$ cat config.mk
export PLATFORM = sky130hd
export DESIGN_NAME = edge_detect_bank
export DESIGN_NICKNAME = d
export VERILOG_FILES = /design/src/rtl/edge_detect_bank.sv
export SDC_FILE = /design/constraint.sdc
export NUM_CORES = 1
export LEC_CHECK = 0
export CORE_AREA = 2 2 89 91
export CTS_CLUSTER_DIAMETER = 120
export DETAILED_ROUTE_END_ITERATION = 16
export DIE_AREA = 0 0 91 93
export GPL_TIMING_DRIVEN = 0
export HOLD_SLACK_MARGIN = 0.02
export PLACE_DENSITY = 0.67
export SYNTH_ARGS = -nofsm -noshare
export SYNTH_HDL_FRONTEND = slang
export SYNTH_SLANG_ARGS = --single-unit
$ cat constraint.sdc
create_clock -name clk -period 4.5 [get_ports clk]
set_clock_uncertainty 0.05 [all_clocks]
set_input_delay 1.125 -clock clk [delete_from_list [all_inputs] [get_ports clk]]
set_output_delay 1.125 -clock clk [all_outputs]
set_load 0.03 [all_outputs]
$ cat src/rtl/edge_detect_bank.sv
// Multi-channel input conditioner: per-channel synchroniser, stability-counter
// debounce and selectable rising/falling edge reporting as pulses and sticky flags.
module edge_detect_bank #(
    parameter int WIDTH       = 8,
    parameter int SYNC_STAGES = 2,
    parameter int DEBOUNCE    = 4
) (
    input  logic             clk,
    input  logic             rst,
    input  logic [WIDTH-1:0] sig_in,
    input  logic [WIDTH-1:0] rise_en,
    input  logic [WIDTH-1:0] fall_en,
    input  logic [WIDTH-1:0] clr,
    output logic [WIDTH-1:0] level,
    output logic [WIDTH-1:0] pulse,
    output logic [WIDTH-1:0] sticky,
    output logic             irq
);

    localparam int CW = $clog2(DEBOUNCE + 1);
    localparam logic [CW-1:0] CNT_ZERO = {CW{1'b0}};
    localparam logic [CW-1:0] CNT_ONE  = CW'(1);
    localparam logic [CW-1:0] CNT_LAST = CW'(DEBOUNCE - 1);

    logic [WIDTH-1:0] r_level;
    logic [WIDTH-1:0] r_pulse;
    logic [WIDTH-1:0] r_sticky;

    logic [WIDTH-1:0] w_s;
    logic [WIDTH-1:0] w_update;
    logic [WIDTH-1:0] w_rise_evt;
    logic [WIDTH-1:0] w_fall_evt;

    for (genvar g = 0; g < WIDTH; g++) begin : g_chan
        logic [SYNC_STAGES-1:0] r_sync;
        logic [CW-1:0]          r_cnt;

        // Shift the raw input through the synchroniser chain; the last stage is the clean sample.
        always_ff @(posedge clk or posedge rst) begin
            if (rst) begin
                r_sync <= {SYNC_STAGES{1'b0}};
            end else begin
                r_sync <= {r_sync[SYNC_STAGES-2:0], sig_in[g]};
            end
        end

        assign w_s[g]      = r_sync[SYNC_STAGES-1];
        assign w_update[g] = (w_s[g] != r_level[g]) && (r_cnt == CNT_LAST);

        // Stability counter: any return of the sample to the accepted level restarts the count.
        always_ff @(posedge clk or posedge rst) begin
            if (rst) begin
                r_cnt <= CNT_ZERO;
            end else if (w_s[g] == r_level[g]) begin
                r_cnt <= CNT_ZERO;
            end else if (r_cnt == CNT_LAST) begin
                r_cnt <= CNT_ZERO;
            end else begin
                r_cnt <= r_cnt + CNT_ONE;
            end
        end
    end

    // Enables only matter in the cycle the level is actually accepted.
    assign w_rise_evt = w_update &  w_s & rise_en;
    assign w_fall_evt = w_update & ~w_s & fall_en;

    // Accepted level, one-cycle edge pulse and sticky flags (a new event beats a clear).
    always_ff @(posedge clk or posedge rst) begin
        if (rst) begin
            r_level  <= {WIDTH{1'b0}};
            r_pulse  <= {WIDTH{1'b0}};
            r_sticky <= {WIDTH{1'b0}};
        end else begin
            r_level  <= (r_level & ~w_update) | (w_s & w_update);
            r_pulse  <= w_rise_evt | w_fall_evt;
            r_sticky <= (r_sticky & ~clr) | w_rise_evt | w_fall_evt;
        end
    end

    assign level  = r_level;
    assign pulse  = r_pulse;
    assign sticky = r_sticky;
    assign irq    = |r_sticky;

endmodule

**Word-level counts from Yosys, hierarchy flattened**

Cells that the tools add are included.

- Register bits: 64
- Input bits: 34
- Output and inout port bits: 25
- Word-level logic and storage cells: 89

- Add/sub/neg operators: 8
- Equal/unequal tests: 24
- Muxes and demuxes: 16
- Bitwise gates (word level): 13
- Reductions and logical operators: 9

Operators with widths:

| cell | number |
|---|---|
| $and 8x8->8 | 6 |
| $mux 3 | 16 |
| $or 8x8->8 | 4 |
| $add 3x1->3 const B | 8 |
| $eq 3x2->1 const B | 8 |
| $not 8->8 | 3 |
| $eq 1x1->1 | 8 |
| $logic_and 1x1->1 | 8 |
| $ne 1x1->1 | 8 |
| $reduce_or 8->1 | 1 |

**Depth between registers and ports, before layout**

- Word-level depth: 6
- Gate-level depth with buffers: 3
- Depth with buffers taken out: 3

**Worst setup path after synthesis**

No wires, ideal clock.

- Path type: register to output
- Start point: register r_sticky[5] (netlist: sticky[5])
- End point: output port irq
- Arrival time: 1.003 ns
- Data required time: 3.325 ns
- Slack: 2.322 ns
- Stages on the path, launching flop included: 3
- Buffers on the path: 0
- Cell sequence: dfrtp_1 > nor4_1 > nand2_1

- Cells in the longest elaborated chain, start to end: 1

RTL lines:

| element | RTL line | source |
|---|---|---|
| from (decl) | 27 | `logic [WIDTH-1:0] r_sticky;` |
| from (signal assigned) | 73 | `r_sticky <= {WIDTH{1'b0}};` |
| from (signal assigned) | 77 | `r_sticky <= (r_sticky & ~clr) \| w_rise_evt \| w_fall_evt;` |
| $reduce_or 8->1 | 84 | `assign irq = \|r_sticky;` |
| to (decl) | 17 | `output logic irq` |

No other way between the ends.

**Final worst setup path**

- Start point: register r_sticky[0] (netlist: sticky[0])
- End point: output port irq

Same word-level chain as after synthesis.

==> reports/metrics.cfg <==
[run_status]
status = finished, final reports clean

[route]
route.detailed.drc = 0
via_per_inst = 4.45
firstDrtPassIters = 2
detail-route-antenna-nets = 0
vias = 1543
wl_per_cell_um = 11.8
drt_iter0_drc = 15
totalWireLength_um = 4090

[clocking]
cts_buffer_depth = 2
cts-resized-gates = 0
cts.sinks = 64
tritoncts = built
hold_buffers = 0
postCtsSetupBuffers = 0
clk_pin_slew_ps = 60
clockRootBuffer = clkbuf_8
insertion_delay_ps = 330
numCtsBuffers = 9
htreeDepth = 3

[power]
p_sw_mw = 0.543
finalPower_mw = 1.74
ir_worst_vdd_v = 0.000263
seqPwrFrac = 0.445
p_int_mw = 1.20
switching_share = 0.312
power_frac_comb = 0.306
power.leakage_nw = 1.48
clock_power_share = 0.249
p_per_area_nw_per_um2 = 522

[die]
die_w_um = 91
die_area_sq_um = 8460
start_util = 0.323
num_rows = 32
die_h_um = 93
pin_count = 59
coreArea_sq_um = 7530

[timing]
finalHoldViolations = 0
post-route-period-util = 0.706
holdWs_ps = 298
slew_viol_final = 0
setup_tns_ps = 0
period_needed_ps = 3180
max_freq_mhz = 315
worstMarginPinSlew_ps = 547
rsz0062_at_grt = no
setup_viol = 0
relSlewSlack = 0.632

[cells_and_area]
drive_gt1_frac = 0.122
final_cells = 347
antenna_cells = 0
area.growth.synth_to_final_pct = 37.1
n_fill_cell = 721
regArea_sq_um = 1600
design_area_sq_um = 3330
multi_input_area_sq_um = 795
final_nets = 284

[critical_path]
crit_family = simple AND/OR/NAND/NOR gates
critPathMaxStageDelay_ps = 630
critPathLaunch = sticky[0]
critPathBufInv = 1
endpoint_kind = output pin
startpoint_type = flop
arrival_ps = 2000
crit_required_ps = 3320
worst-setup-path-type = reg2out
crit_fanout = 3
worstReg2RegStart = g_chan[4].r_cnt[0]
path_cells = nor4_1 -> nand2_1 -> clkdlybuf4s50_1
critical_path.slowest_cell = clkdlybuf4s50_1

[placed_design]
io_buffer_count = 58
placedInstanceArea_sq_um = 3160
dp_cells = 333
place_hpwl_um = 2950
gp_congestion = 0.685

[grt]
grt_overflow_total = 0
grt_util_met2 = 0.167
grt_busiest_layer = met2
grt_first_pass_wirelength_um = 7250
grt_usage = 0.111
use_met3 = 0.0419
grt_pass1_vias = 1598
grt_max_degree = 44
antenna_found_initial = 0
met1_usage = 0.133

[logic_synthesis]
synth_seq_area_share = 0.659
synthCells = 172
synth_seq_cells = 64
synthArstFlopShare = 1.00
netlist.top_cell.by_area = dfrtp_1
mappedNetlistArea_sq_um = 2430
synth_top_flop_cell = dfrtp_1
synth_commonest_cells = dfrtp_1 (64), nor3b_1 (14), inv_1 (9), nand2_1 (9)
yosysMostFrequentCell = dfrtp_1
netlist.area_leader.share = 0.659
ys_top_cells_by_area = dfrtp_1 (66%), nor2b_4 (4.5%), nor3b_1 (4.3%)
synth.distinct_cells = 15
syn-num-nets = 214
avgSynthCellArea_sq_um = 14.1
synth-edff-count = 0
ys_warn_count = 0

[worst_hold_path]
hold_class = reg2reg
min-delay-start = g_chan[7].r_sync[0]

[flow_run]
cap_violations = 0

-- per-layer routing --
layer  vias up  wire (um)
li1        730          -
met1       756       1860
met2        46       1830
met3        11        286
met4         0        116
met5         -          0
-- power groups by stage --
stage	Combinational (mW)	Sequential, mW	Clock, mW
floorplan	0.250	0.868	0
global placement	0.525	0.782	0
detailed placement	0.540	0.787	0
CTS	0.543	0.777	0.457
global route	0.591	0.793	0.477
finish	0.532	0.775	0.433
-- layout make-up --
type / count / area share
tap: 102 / 0.0383
sequential: 64 / 0.481
clock buffer: 14 / 0.0518
inverter: 9 / 0.0101
timing repair buffer: 59 / 0.180
multi-input combinational: 99 / 0.239
-- stage by stage --
step                       util  setup WS (ps)
after floorplan               -           1730
after detailed placement  0.420           1660
after CTS                 0.442           1270
after global routing      0.442           1190
final                     0.442           1320
after global placement    0.417            637
-- final timing paths --
kind	slack (ps)	cells past startpoint	to
setup / recovery	1320	3	irq
hold / removal	300	0	g_chan[7].r_sync[1]
setup reg to reg	3270	3	flop
hold reg to reg	300	0	g_chan[7].r_sync[1]
max in group asynchronous	2730	3	sticky[0]
min in group asynchronous	1090	2	pulse[3]
-- layout by cell type, fill, tap and decap left out, drive strengths merged --
cell type,count
nor3b,14
ha,8
nor3,8
a22o,8
clkbuf,14
nor2b,10
o21ai,8
nor4,2
dfrtp,64
xnor2,8
buf,1
nand3b,8
clkdlybuf4s50,58
inv,9
nand2,9
mux2,8
and2,8
-- kinds of logic (layout without fill, tap and decap cells) --
| family | Yosys count | count (layout) | share of synthesized area |
|---|---|---|---|
| AOI/OAI and AO/OA | 16 | 16 | 0.0453 |
| xor gates and xnor gates | 8 | 8 | 0.0288 |
| adders and majority gates | 8 | 8 | 0.0412 |
| buffers and inverters | 9 | 82 | 0.0139 |
| DFF | 64 | 64 | 0.659 |
| muxes | 8 | 8 | 0.0371 |
| and+or+nand+nor | 59 | 59 | 0.175 |
Note: power is estimated with default switching activity, not from simulation.
